[src/rtl/riscv_mc_pkg.sv]
// Shared encodings for the multicycle RV32I datapath and its controller.
// Holds datapath mux selects, ALU operations, opcodes and the immediate extender.
package riscv_mc_pkg;

    typedef enum logic [2:0] {IMM_I = 3'b000, IMM_S = 3'b001, IMM_B = 3'b010,
                              IMM_J = 3'b011, IMM_U = 3'b100} immSrc_t;
    typedef enum logic [1:0] {SRCA_PC, SRCA_OLDPC, SRCA_A, SRCA_ZERO} srcA_t;
    typedef enum logic [1:0] {SRCB_B, SRCB_IMM, SRCB_FOUR, SRCB_ZERO} srcB_t;
    typedef enum logic [2:0] {ALU_ADD = 3'b000, ALU_SUB = 3'b001, ALU_AND = 3'b010,
                              ALU_OR = 3'b011, ALU_XOR = 3'b100} aluOp_t;
    typedef enum logic [1:0] {RES_ALUOUT, RES_MDR, RES_ALU, RES_ALUOUT_SIGN} resultSrc_t;
    typedef enum logic [1:0] {RDS_RESULT, RDS_IMM, RDS_ALUOUT, RDS_ZERO} rds_t;

    localparam logic [6:0] OP_R      = 7'h33;
    localparam logic [6:0] OP_I      = 7'h13;
    localparam logic [6:0] OP_LOAD   = 7'h03;
    localparam logic [6:0] OP_STORE  = 7'h23;
    localparam logic [6:0] OP_BRANCH = 7'h63;
    localparam logic [6:0] OP_JAL    = 7'h6F;
    localparam logic [6:0] OP_JALR   = 7'h67;
    localparam logic [6:0] OP_LUI    = 7'h37;

    localparam logic [2:0] F3_ADD = 3'b000;
    localparam logic [2:0] F3_LW  = 3'b010;
    localparam logic [2:0] F3_BEQ = 3'b000;
    localparam logic [6:0] F7_SUB = 7'h20;

    function automatic logic [31:0] immExtend(input logic [31:0] i, input logic [2:0] sel);
        case (sel)
            IMM_I:   return {{20{i[31]}}, i[31:20]};
            IMM_S:   return {{20{i[31]}}, i[31:25], i[11:7]};
            IMM_B:   return {{19{i[31]}}, i[31], i[7], i[30:25], i[11:8], 1'b0};
            IMM_J:   return {{11{i[31]}}, i[31], i[19:12], i[20], i[30:21], 1'b0};
            IMM_U:   return {i[31:12], 12'b0};
            default: return 32'h0;
        endcase
    endfunction

endpackage

[src/rtl/riscv_mc_regfile.sv]
// 32-bit register file: two asynchronous read ports, one synchronous write port, x0 reads zero.
// Writes land on the clock edge; a same-cycle write is seen by readers only after that edge.
module riscv_mc_regfile #(
    parameter int NREGS = 32
) (
    input  logic        clk,
    input  logic        rst,
    input  logic [4:0]  ra1,
    input  logic [4:0]  ra2,
    input  logic [4:0]  wa,
    input  logic        we,
    input  logic [31:0] wd,
    output logic [31:0] rd1,
    output logic [31:0] rd2
);

    logic [31:0] regs [NREGS];

    always_ff @(posedge clk or posedge rst) begin
        if (rst) begin
            for (int i = 0; i < NREGS; i++) regs[i] <= '0;
        end else if (we && wa != 5'd0 && 32'(wa) < NREGS) begin
            regs[wa] <= wd;
        end
    end

    // Indices beyond NREGS read as zero so a reduced file stays well defined.
    assign rd1 = (ra1 == 5'd0 || 32'(ra1) >= NREGS) ? 32'h0 : regs[ra1];
    assign rd2 = (ra2 == 5'd0 || 32'(ra2) >= NREGS) ? 32'h0 : regs[ra2];

endmodule

[src/rtl/riscv_mc_datapath.sv]
// Multicycle RV32I datapath: architectural/pipeline registers, ALU and muxes under controller steering.
// Registers update one edge after their strobes; memory port has no stall, the controller sequences it.
module riscv_mc_datapath
    import riscv_mc_pkg::*;
#(
    parameter logic [31:0] RESET_PC = 32'h0000_0000,
    parameter int          NREGS    = 32
) (
    input  logic        clk,
    input  logic        rst,
    input  logic        PcEn,
    input  logic        AdrSrc,
    input  logic        MemWrite,
    input  logic        IrWrite,
    input  logic        RegWrite,
    input  logic [2:0]  Immsrc,
    input  logic [1:0]  AluSrcA,
    input  logic [1:0]  AluSrcB,
    input  logic [2:0]  AluIn,
    input  logic [1:0]  ResultSrc,
    input  logic [1:0]  RDS,
    output logic [6:0]  Op,
    output logic [2:0]  F3,
    output logic [6:0]  F7,
    output logic        Zero,
    output logic        SignBit,
    output logic [31:0] mem_addr,
    output logic [31:0] mem_wdata,
    output logic        mem_we,
    input  logic [31:0] mem_rdata
);

    logic [31:0] pc, oldPc, ir, mdr, aReg, bReg, aluOut;
    logic [31:0] rd1, rd2, immExt, srcA, srcB, aluResult, result, wd;

    riscv_mc_regfile #(.NREGS(NREGS)) uRegfile (
        .clk (clk),
        .rst (rst),
        .ra1 (ir[19:15]),
        .ra2 (ir[24:20]),
        .wa  (ir[11:7]),
        .we  (RegWrite),
        .wd  (wd),
        .rd1 (rd1),
        .rd2 (rd2)
    );

    assign immExt = immExtend(ir, Immsrc);

    always_comb begin
        srcA = 32'h0;
        case (AluSrcA)
            SRCA_PC:    srcA = pc;
            SRCA_OLDPC: srcA = oldPc;
            SRCA_A:     srcA = aReg;
            default:    srcA = 32'h0;
        endcase
        srcB = 32'h0;
        case (AluSrcB)
            SRCB_B:    srcB = bReg;
            SRCB_IMM:  srcB = immExt;
            SRCB_FOUR: srcB = 32'd4;
            default:   srcB = 32'h0;
        endcase
    end

    always_comb begin
        aluResult = 32'h0;
        case (AluIn)
            ALU_ADD: aluResult = srcA + srcB;
            ALU_SUB: aluResult = srcA + ~srcB + 32'd1;
            ALU_AND: aluResult = srcA & srcB;
            ALU_OR:  aluResult = srcA | srcB;
            ALU_XOR: aluResult = srcA ^ srcB;
            default: aluResult = 32'h0;
        endcase
    end

    always_comb begin
        result = aluOut;
        case (ResultSrc)
            RES_ALUOUT: result = aluOut;
            RES_MDR:    result = mdr;
            RES_ALU:    result = aluResult;
            default:    result = {31'b0, aluOut[31]};
        endcase
        wd = result;
        case (RDS)
            RDS_RESULT: wd = result;
            RDS_IMM:    wd = immExt;
            RDS_ALUOUT: wd = aluOut;
            default:    wd = 32'h0;
        endcase
    end

    // OldPC samples the pre-update PC, so a fetch with PcEn and IrWrite keeps the instruction's own address.
    always_ff @(posedge clk or posedge rst) begin
        if (rst) begin
            pc     <= RESET_PC;
            oldPc  <= '0;
            ir     <= '0;
            mdr    <= '0;
            aReg   <= '0;
            bReg   <= '0;
            aluOut <= '0;
        end else begin
            if (PcEn) pc <= result;
            if (IrWrite) begin
                ir    <= mem_rdata;
                oldPc <= pc;
            end
            mdr    <= mem_rdata;
            aReg   <= rd1;
            bReg   <= rd2;
            aluOut <= aluResult;
        end
    end

    assign Op        = ir[6:0];
    assign F3        = ir[14:12];
    assign F7        = ir[31:25];
    assign Zero      = (aluResult == 32'h0);
    assign SignBit   = aluResult[31];
    assign mem_addr  = AdrSrc ? result : pc;
    assign mem_wdata = bReg;
    assign mem_we    = MemWrite;

endmodule

[config.mk]
export PLATFORM = sky130hd
export DESIGN_NAME = riscv_mc_datapath
export DESIGN_NICKNAME = d
export VERILOG_FILES = /design/src/rtl/riscv_mc_pkg.sv /design/src/rtl/riscv_mc_regfile.sv /design/src/rtl/riscv_mc_datapath.sv
export SDC_FILE = /design/constraint.sdc
export NUM_CORES = 2
export LEC_CHECK = 0
export BUFFER_PORTS_ARGS = -buffer_cell sky130_fd_sc_hd__buf_2
export CAP_MARGIN = 0
export CORE_MARGIN = 5
export CORE_UTILIZATION = 58
export DETAILED_ROUTE_END_ITERATION = 10
export HOLD_SLACK_MARGIN = 0.1
export PLACE_DENSITY = 0.78
export SLEW_MARGIN = 10
export SYNTH_ARGS = -nofsm -noshare
export SYNTH_HDL_FRONTEND = slang
export SYNTH_SLANG_ARGS = --single-unit
export TNS_END_PERCENT = 20
[constraint.sdc]
create_clock -name clk -period 37.8 [get_ports clk]
set_input_delay 3.78 -clock clk [delete_from_list [all_inputs] [get_ports clk]]
set_output_delay 3.78 -clock clk [all_outputs]
set_load 0.02 [all_outputs]
==> flow_summary.html <==
<table>
<tr><th>Metric</th><th>Value</th></tr>
<tr><th colspan="2">Detailed routing</th></tr>
<tr><td>Number of iterations in the first detailed-routing pass</td><td>6</td></tr>
<tr><td>Per-cell routed wire length</td><td>30.63 um</td></tr>
<tr><td>Total Routed Length</td><td>243.4 mm</td></tr>
<tr><td>DR DRC count</td><td>0</td></tr>
<tr><td>DR vias/cell</td><td>7.074</td></tr>
<tr><td>First-iteration detailed-routing DRC count</td><td>7719</td></tr>
<tr><td>Post-route antenna net violation count</td><td>0</td></tr>
<tr><td>Count of vias placed by the detailed router</td><td>56193</td></tr>
<tr><th colspan="2">Worst setup path</th></tr>
<tr><td>Reg-to-Reg End</td><td>uRegfile.regs[371]</td></tr>
<tr><td>Critical path's top delay family</td><td>simple AND/OR/NAND/NOR gates</td></tr>
<tr><td>Required time worst endpoint</td><td>34020 ps</td></tr>
<tr><td>Cell Chain, Critical Path</td><td>buf_2 &gt; nor3b_2 &gt; o21bai_1 &gt; a21oi_1 &gt; a211o_1 &gt; ha_1 &gt; inv_1 &gt; a311o_1 &gt; nor3_1 &gt; nor2_1 &gt; a21o_1 &gt; a31oi_1 &gt; or4b_1 &gt; nor4_1 &gt; nand4b_1 &gt; nor4_1 &gt; buf_2</td></tr>
<tr><td>Startpoint of the most critical register-to-register path</td><td>ir[31]</td></tr>
<tr><td>Number of logic stages on the critical path including buffering</td><td>17</td></tr>
<tr><td>Reg2reg setup slack</td><td>slightly above 30000 ps</td></tr>
<tr><td>Maximum fanout encountered on the critical timing path</td><td>18</td></tr>
<tr><td>Max stage delay on crit path</td><td>~830 ps</td></tr>
<tr><td>Number of buffers and inverters on the critical path</td><td>3</td></tr>
<tr><td>Worst setup path class</td><td>in2out</td></tr>
<tr><td>Arrival time reported for the critical path endpoint</td><td>10540 ps</td></tr>
<tr><td>Crit path launch type</td><td>primary input</td></tr>
<tr><td>Worst R2R Path Depth</td><td>16</td></tr>
<tr><td>Worst-path cell with the longest stage delay</td><td>sky130_fd_sc_hd__nor4_1</td></tr>
<tr><td>Capturing element type of the critical path</td><td>output pin</td></tr>
<tr><th colspan="2">Timing</th></tr>
<tr><td>Number of slew-limit violations in the final report</td><td>0</td></tr>
<tr><td>Setup repair after global routing missed its margin</td><td>false</td></tr>
<tr><td>Post-route worst setup slack</td><td>~23000 ps</td></tr>
<tr><td>Final-report setup violation count</td><td>0</td></tr>
<tr><td>Worst clock skew on the final layout</td><td>36.20 ps</td></tr>
<tr><td>Setup TNS</td><td>0 ps</td></tr>
<tr><td>Headroom to the max-slew limit</td><td>0.08978</td></tr>
<tr><td>Fmax achieved</td><td>0.06984 GHz</td></tr>
<tr><td>Fin crit share</td><td>0.3788</td></tr>
<tr><td>Shortest clock period the worst path allows after layout</td><td>14320 ps</td></tr>
<tr><td>Worst Max-Slew Pin Slew</td><td>1355 ps</td></tr>
<tr><td>Final hold violation count</td><td>0</td></tr>
<tr><th colspan="2">Global route</th></tr>
<tr><td>Wire length of the first global-routing pass</td><td>361.8 mm</td></tr>
<tr><td>Grt total ovfl</td><td>0</td></tr>
<tr><td>GRT Total Usage</td><td>0.3851</td></tr>
<tr><td>Initial antenna violation count</td><td>15</td></tr>
<tr><td>Maximum number of pins on one net before global-route repair</td><td>~160</td></tr>
<tr><td>Number of global-route vias before repair</td><td>about 56000</td></tr>
<tr><th colspan="2">Synthesis</th></tr>
<tr><td>Number of enable flip-flop cells after synthesis</td><td>0</td></tr>
<tr><td>Number of nets produced by synthesis</td><td>about 6700</td></tr>
<tr><td>Post-synthesis sequential area ratio</td><td>0.4569</td></tr>
<tr><td>Synthesized instance count</td><td>6554</td></tr>
<tr><td>Biggest area consumer among synthesized cells</td><td>sky130_fd_sc_hd__dfrtp_1</td></tr>
<tr><td>Unique cell type count in the Yosys netlist</td><td>93</td></tr>
<tr><td>Share of synthesized flip-flops with an asynchronous set or reset</td><td>1.000</td></tr>
<tr><td>Seq cells post-synth</td><td>1248</td></tr>
<tr><td>Top cells by area, synth</td><td>sky130_fd_sc_hd__dfrtp_1 46%, sky130_fd_sc_hd__mux4_2 15%, sky130_fd_sc_hd__o21ai_0 6.8%</td></tr>
<tr><td>Leading register cell type out of synthesis</td><td>sky130_fd_sc_hd__dfrtp_1</td></tr>
<tr><td>Post-Synthesis Mean Instance Area</td><td>10.43 um2</td></tr>
<tr><td>Number of warnings printed during yosys synthesis</td><td>0</td></tr>
<tr><td>Fraction of post-synthesis cell area in the top cell type by area</td><td>0.4569</td></tr>
<tr><td>Post-Synthesis Cell Area</td><td>68350 um2</td></tr>
<tr><th colspan="2">Final layout</th></tr>
<tr><td>Final core occ</td><td>0.6312</td></tr>
<tr><td>Final layout net count</td><td>6449</td></tr>
<tr><td>Share of layout cells above drive strength 1</td><td>0.1976</td></tr>
<tr><td>Area growth syn-to-layout</td><td>8.623%</td></tr>
<tr><td>Fill cell instance count of the final layout</td><td>between 8000 and 9000</td></tr>
<tr><th colspan="2">Clocking</th></tr>
<tr><td>Clock latency at the later pin of the worst-skew pair</td><td>roughly 770 ps</td></tr>
<tr><td>Number of H-tree levels</td><td>4</td></tr>
<tr><td>CTS Buffer Depth</td><td>3</td></tr>
<tr><td># clock sinks</td><td>1248</td></tr>
<tr><td>Root buffer selected by CTS</td><td>sky130_fd_sc_hd__clkbuf_16</td></tr>
<tr><td>Number of buffers created by CTS</td><td>132</td></tr>
<tr><td>Clock-pin slew of the registers on the worst-case setup and hold paths</td><td>60 ps</td></tr>
<tr><td>Total setup buffers inserted after CTS</td><td>0</td></tr>
<tr><td>Quantity of hold-fixing buffers added after cts</td><td>0</td></tr>
<tr><td>CTS tree</td><td>yes</td></tr>
<tr><td>Number of instances resized during post-cts repair</td><td>0</td></tr>
<tr><th colspan="2">Power</th></tr>
<tr><td>Reported leakage power</td><td>32.50 nW</td></tr>
<tr><td>Largest vdd supply drop</td><td>around 41 uV</td></tr>
<tr><td>Pwr Density</td><td>60.36 nW/um2</td></tr>
<tr><th colspan="2">Worst hold path</th></tr>
<tr><td>Hold path endpoint</td><td>uRegfile.regs[1015]</td></tr>
<tr><td>Startpoint of the tightest hold check path</td><td>uRegfile.regs[1015]</td></tr>
<tr><td>Depth of the worst hold-timing path</td><td>0</td></tr>
<tr><td>Type of the most critical hold path</td><td>reg2reg</td></tr>
<tr><th colspan="2">Job</th></tr>
<tr><td>Total of max-cap violations</td><td>0</td></tr>
<tr><th colspan="2">Die</th></tr>
<tr><td>Starting density of the core</td><td>0.5811</td></tr>
<tr><td>Die height</td><td>353.3 um</td></tr>
<tr><td>Die ar.</td><td>124800 um2</td></tr>
<tr><td>Boundary pin count</td><td>137</td></tr>
<tr><td>FP Rows</td><td>126</td></tr>
<tr><td>Width of the die</td><td>353.3 um</td></tr>
<tr><td>Floorplan Core Area</td><td>around 120000 um2</td></tr>
<tr><th colspan="2">Placed design</th></tr>
<tr><td>Placer's final routability congestion estimate</td><td>0.9710</td></tr>
<tr><td>Post-placement setup slack</td><td>23790 ps</td></tr>
<tr><td>Port-buffer cells</td><td>134</td></tr>
<tr><td>Post-detail-place hpwl</td><td>149.9 mm</td></tr>
<tr><th colspan="2">Outcome</th></tr>
<tr><td>Run status</td><td>completed</td></tr>
</table>
## worst max-delay path by stage
stage | start | endpoint | slack (ps)
4_1_cts | Immsrc[2] | Zero | 23760
3_5_place_dp | Immsrc[2] | Zero | 23790
6_report | Immsrc[2] | Zero | 23480
5_1_grt | Immsrc[2] | Zero | 23410
3_3_place_gp | Immsrc[2] | Zero | 23340
2_1_floorplan | rst | aReg[0] | 16770
## power breakdown
group,leakage [nW],total (mW),internal [mW],switching (mW)
combinational,13.8,1.18,0.517,0.668
sequential,16.4,1.91,1.64,0.278
clock,2.26,1.38,0.820,0.563
## worst register-to-register path, cell delays in order, from the launching register on
cell and delay (ps):
sky130_fd_sc_hd__dfrtp_1 510, sky130_fd_sc_hd__nor2b_1 840, sky130_fd_sc_hd__and2_1 450, sky130_fd_sc_hd__a21oi_1 110
sky130_fd_sc_hd__a211o_1 380, sky130_fd_sc_hd__ha_1 640, sky130_fd_sc_hd__nor2b_1 170, sky130_fd_sc_hd__o21ai_0 380
sky130_fd_sc_hd__nand4_1 190, sky130_fd_sc_hd__o21ai_0 420, sky130_fd_sc_hd__nor2_1 180, sky130_fd_sc_hd__a211o_1 320
sky130_fd_sc_hd__a32o_1 300, sky130_fd_sc_hd__a21oi_1 540, sky130_fd_sc_hd__a211oi_1 180, sky130_fd_sc_hd__nor2_2 930
sky130_fd_sc_hd__o21ai_0 310
## Yosys cell counts (7+ instances only)
cell type	instances
sky130_fd_sc_hd__o21bai_1	15
sky130_fd_sc_hd__nor4_1	14
sky130_fd_sc_hd__a211o_1	51
sky130_fd_sc_hd__buf_1	71
sky130_fd_sc_hd__or2_2	14
sky130_fd_sc_hd__o21ai_2	30
sky130_fd_sc_hd__a31oi_1	13
sky130_fd_sc_hd__xnor2_1	11
sky130_fd_sc_hd__a211oi_1	59
sky130_fd_sc_hd__o211ai_1	30
sky130_fd_sc_hd__a22oi_1	15
sky130_fd_sc_hd__o21ai_1	17
sky130_fd_sc_hd__nand2b_1	23
sky130_fd_sc_hd__a221oi_1	63
sky130_fd_sc_hd__or3_1	15
sky130_fd_sc_hd__buf_4	23
sky130_fd_sc_hd__nor3_1	75
sky130_fd_sc_hd__nand3b_1	7
sky130_fd_sc_hd__o22ai_1	74
sky130_fd_sc_hd__buf_6	7
sky130_fd_sc_hd__and2_1	12
sky130_fd_sc_hd__mux2i_1	247
sky130_fd_sc_hd__and3_1	11
sky130_fd_sc_hd__nand4_1	14
sky130_fd_sc_hd__a21o_1	51
sky130_fd_sc_hd__a21oi_1	330
sky130_fd_sc_hd__buf_2	38
sky130_fd_sc_hd__mux2_2	161
sky130_fd_sc_hd__mux4_2	454
sky130_fd_sc_hd__o31ai_1	18
sky130_fd_sc_hd__nand2_1	1035
sky130_fd_sc_hd__nor2b_1	19
sky130_fd_sc_hd__nand3_1	23
sky130_fd_sc_hd__o21ai_0	929
sky130_fd_sc_hd__ha_1	99
sky130_fd_sc_hd__a22o_1	9
sky130_fd_sc_hd__o31a_1	9
sky130_fd_sc_hd__inv_1	117
sky130_fd_sc_hd__dfrtp_1	1248
sky130_fd_sc_hd__o221ai_1	49
sky130_fd_sc_hd__clkbuf_2	12
sky130_fd_sc_hd__clkbuf_1	514
sky130_fd_sc_hd__nor2_1	407
sky130_fd_sc_hd__nor3b_1	12
## cells in the final DEF (no fill, tap or decap), types with 99 or more instances in the layout
master	instances
sky130_fd_sc_hd__a21oi_1	315
sky130_fd_sc_hd__buf_2	133
sky130_fd_sc_hd__buf_4	136
sky130_fd_sc_hd__clkbuf_16	137
sky130_fd_sc_hd__dfrtp_1	1238
sky130_fd_sc_hd__ha_1	99
sky130_fd_sc_hd__inv_1	116
sky130_fd_sc_hd__mux2_2	161
sky130_fd_sc_hd__mux2i_1	247
sky130_fd_sc_hd__mux4_2	454
sky130_fd_sc_hd__nand2_1	1002
sky130_fd_sc_hd__nor2_1	400
sky130_fd_sc_hd__o21ai_0	928
## metal layers
| metal | track usage | wire [um] |
|---|---|---|
| met4 | 0.2236 | 17080 |
| met1 | 0.4889 | 85230 |
| met2 | 0.5898 | 109700 |
| met5 | 0 | 42 |
| met3 | 0.1193 | 31320 |
## cell type report
class,instances,area [um2],share of cell area
multi-input cells,4517,34200,0.4607
flip-flops and latches,1248,31270,0.4212
clock buffers,188,3870,0.05213
well taps,1536,1922,0.02589
repair buffers,272,1747,0.02353
clock inverters,52,747.0,0.01006
inverters,124,469.2,0.006320
diodes,7,17.52,0.0002360
## sequential cells by signal, indices dropped and copies added (netlist names)
register / cells
uRegfile.regs: 1024
aReg: 32
aluOut: 32
ir: 32
mdr: 32
mem_wdata: 32
oldPc: 32
pc: 32
## cell families (layout without fill, tap and decap cells)
| kind of cell | count (synthesis) | in the layout | synth area share |
|---|---|---|---|
| AOI/OAI and AO/OA | 1840 | 1840 | 0.1615 |
| and+or+nand+nor | 1702 | 1702 | 0.1027 |
| DFF | 1248 | 1248 | 0.4569 |
| muxes | 862 | 862 | 0.2123 |
| buffers and inverters | 789 | 636 | 0.04628 |
| adders and majority gates | 101 | 101 | 0.01871 |
| xor gates and xnor gates | 12 | 12 | 0.001538 |
| other | 0 | 7 | 0 |
## stage by stage
step	hold slack (ps)	std cells	power (mW)	instance area [um2]
global route	409.7	7938	4.656	74220
CTS	399.9	7937	4.443	74210
floorplan	441.3	6554	2.682	68350
global placement	376.7	7697	3.003	69590
finish	399.1	7944	4.481	74240
detailed placement	385.9	7697	3.063	69600
Power figures use the tool's default switching activity.
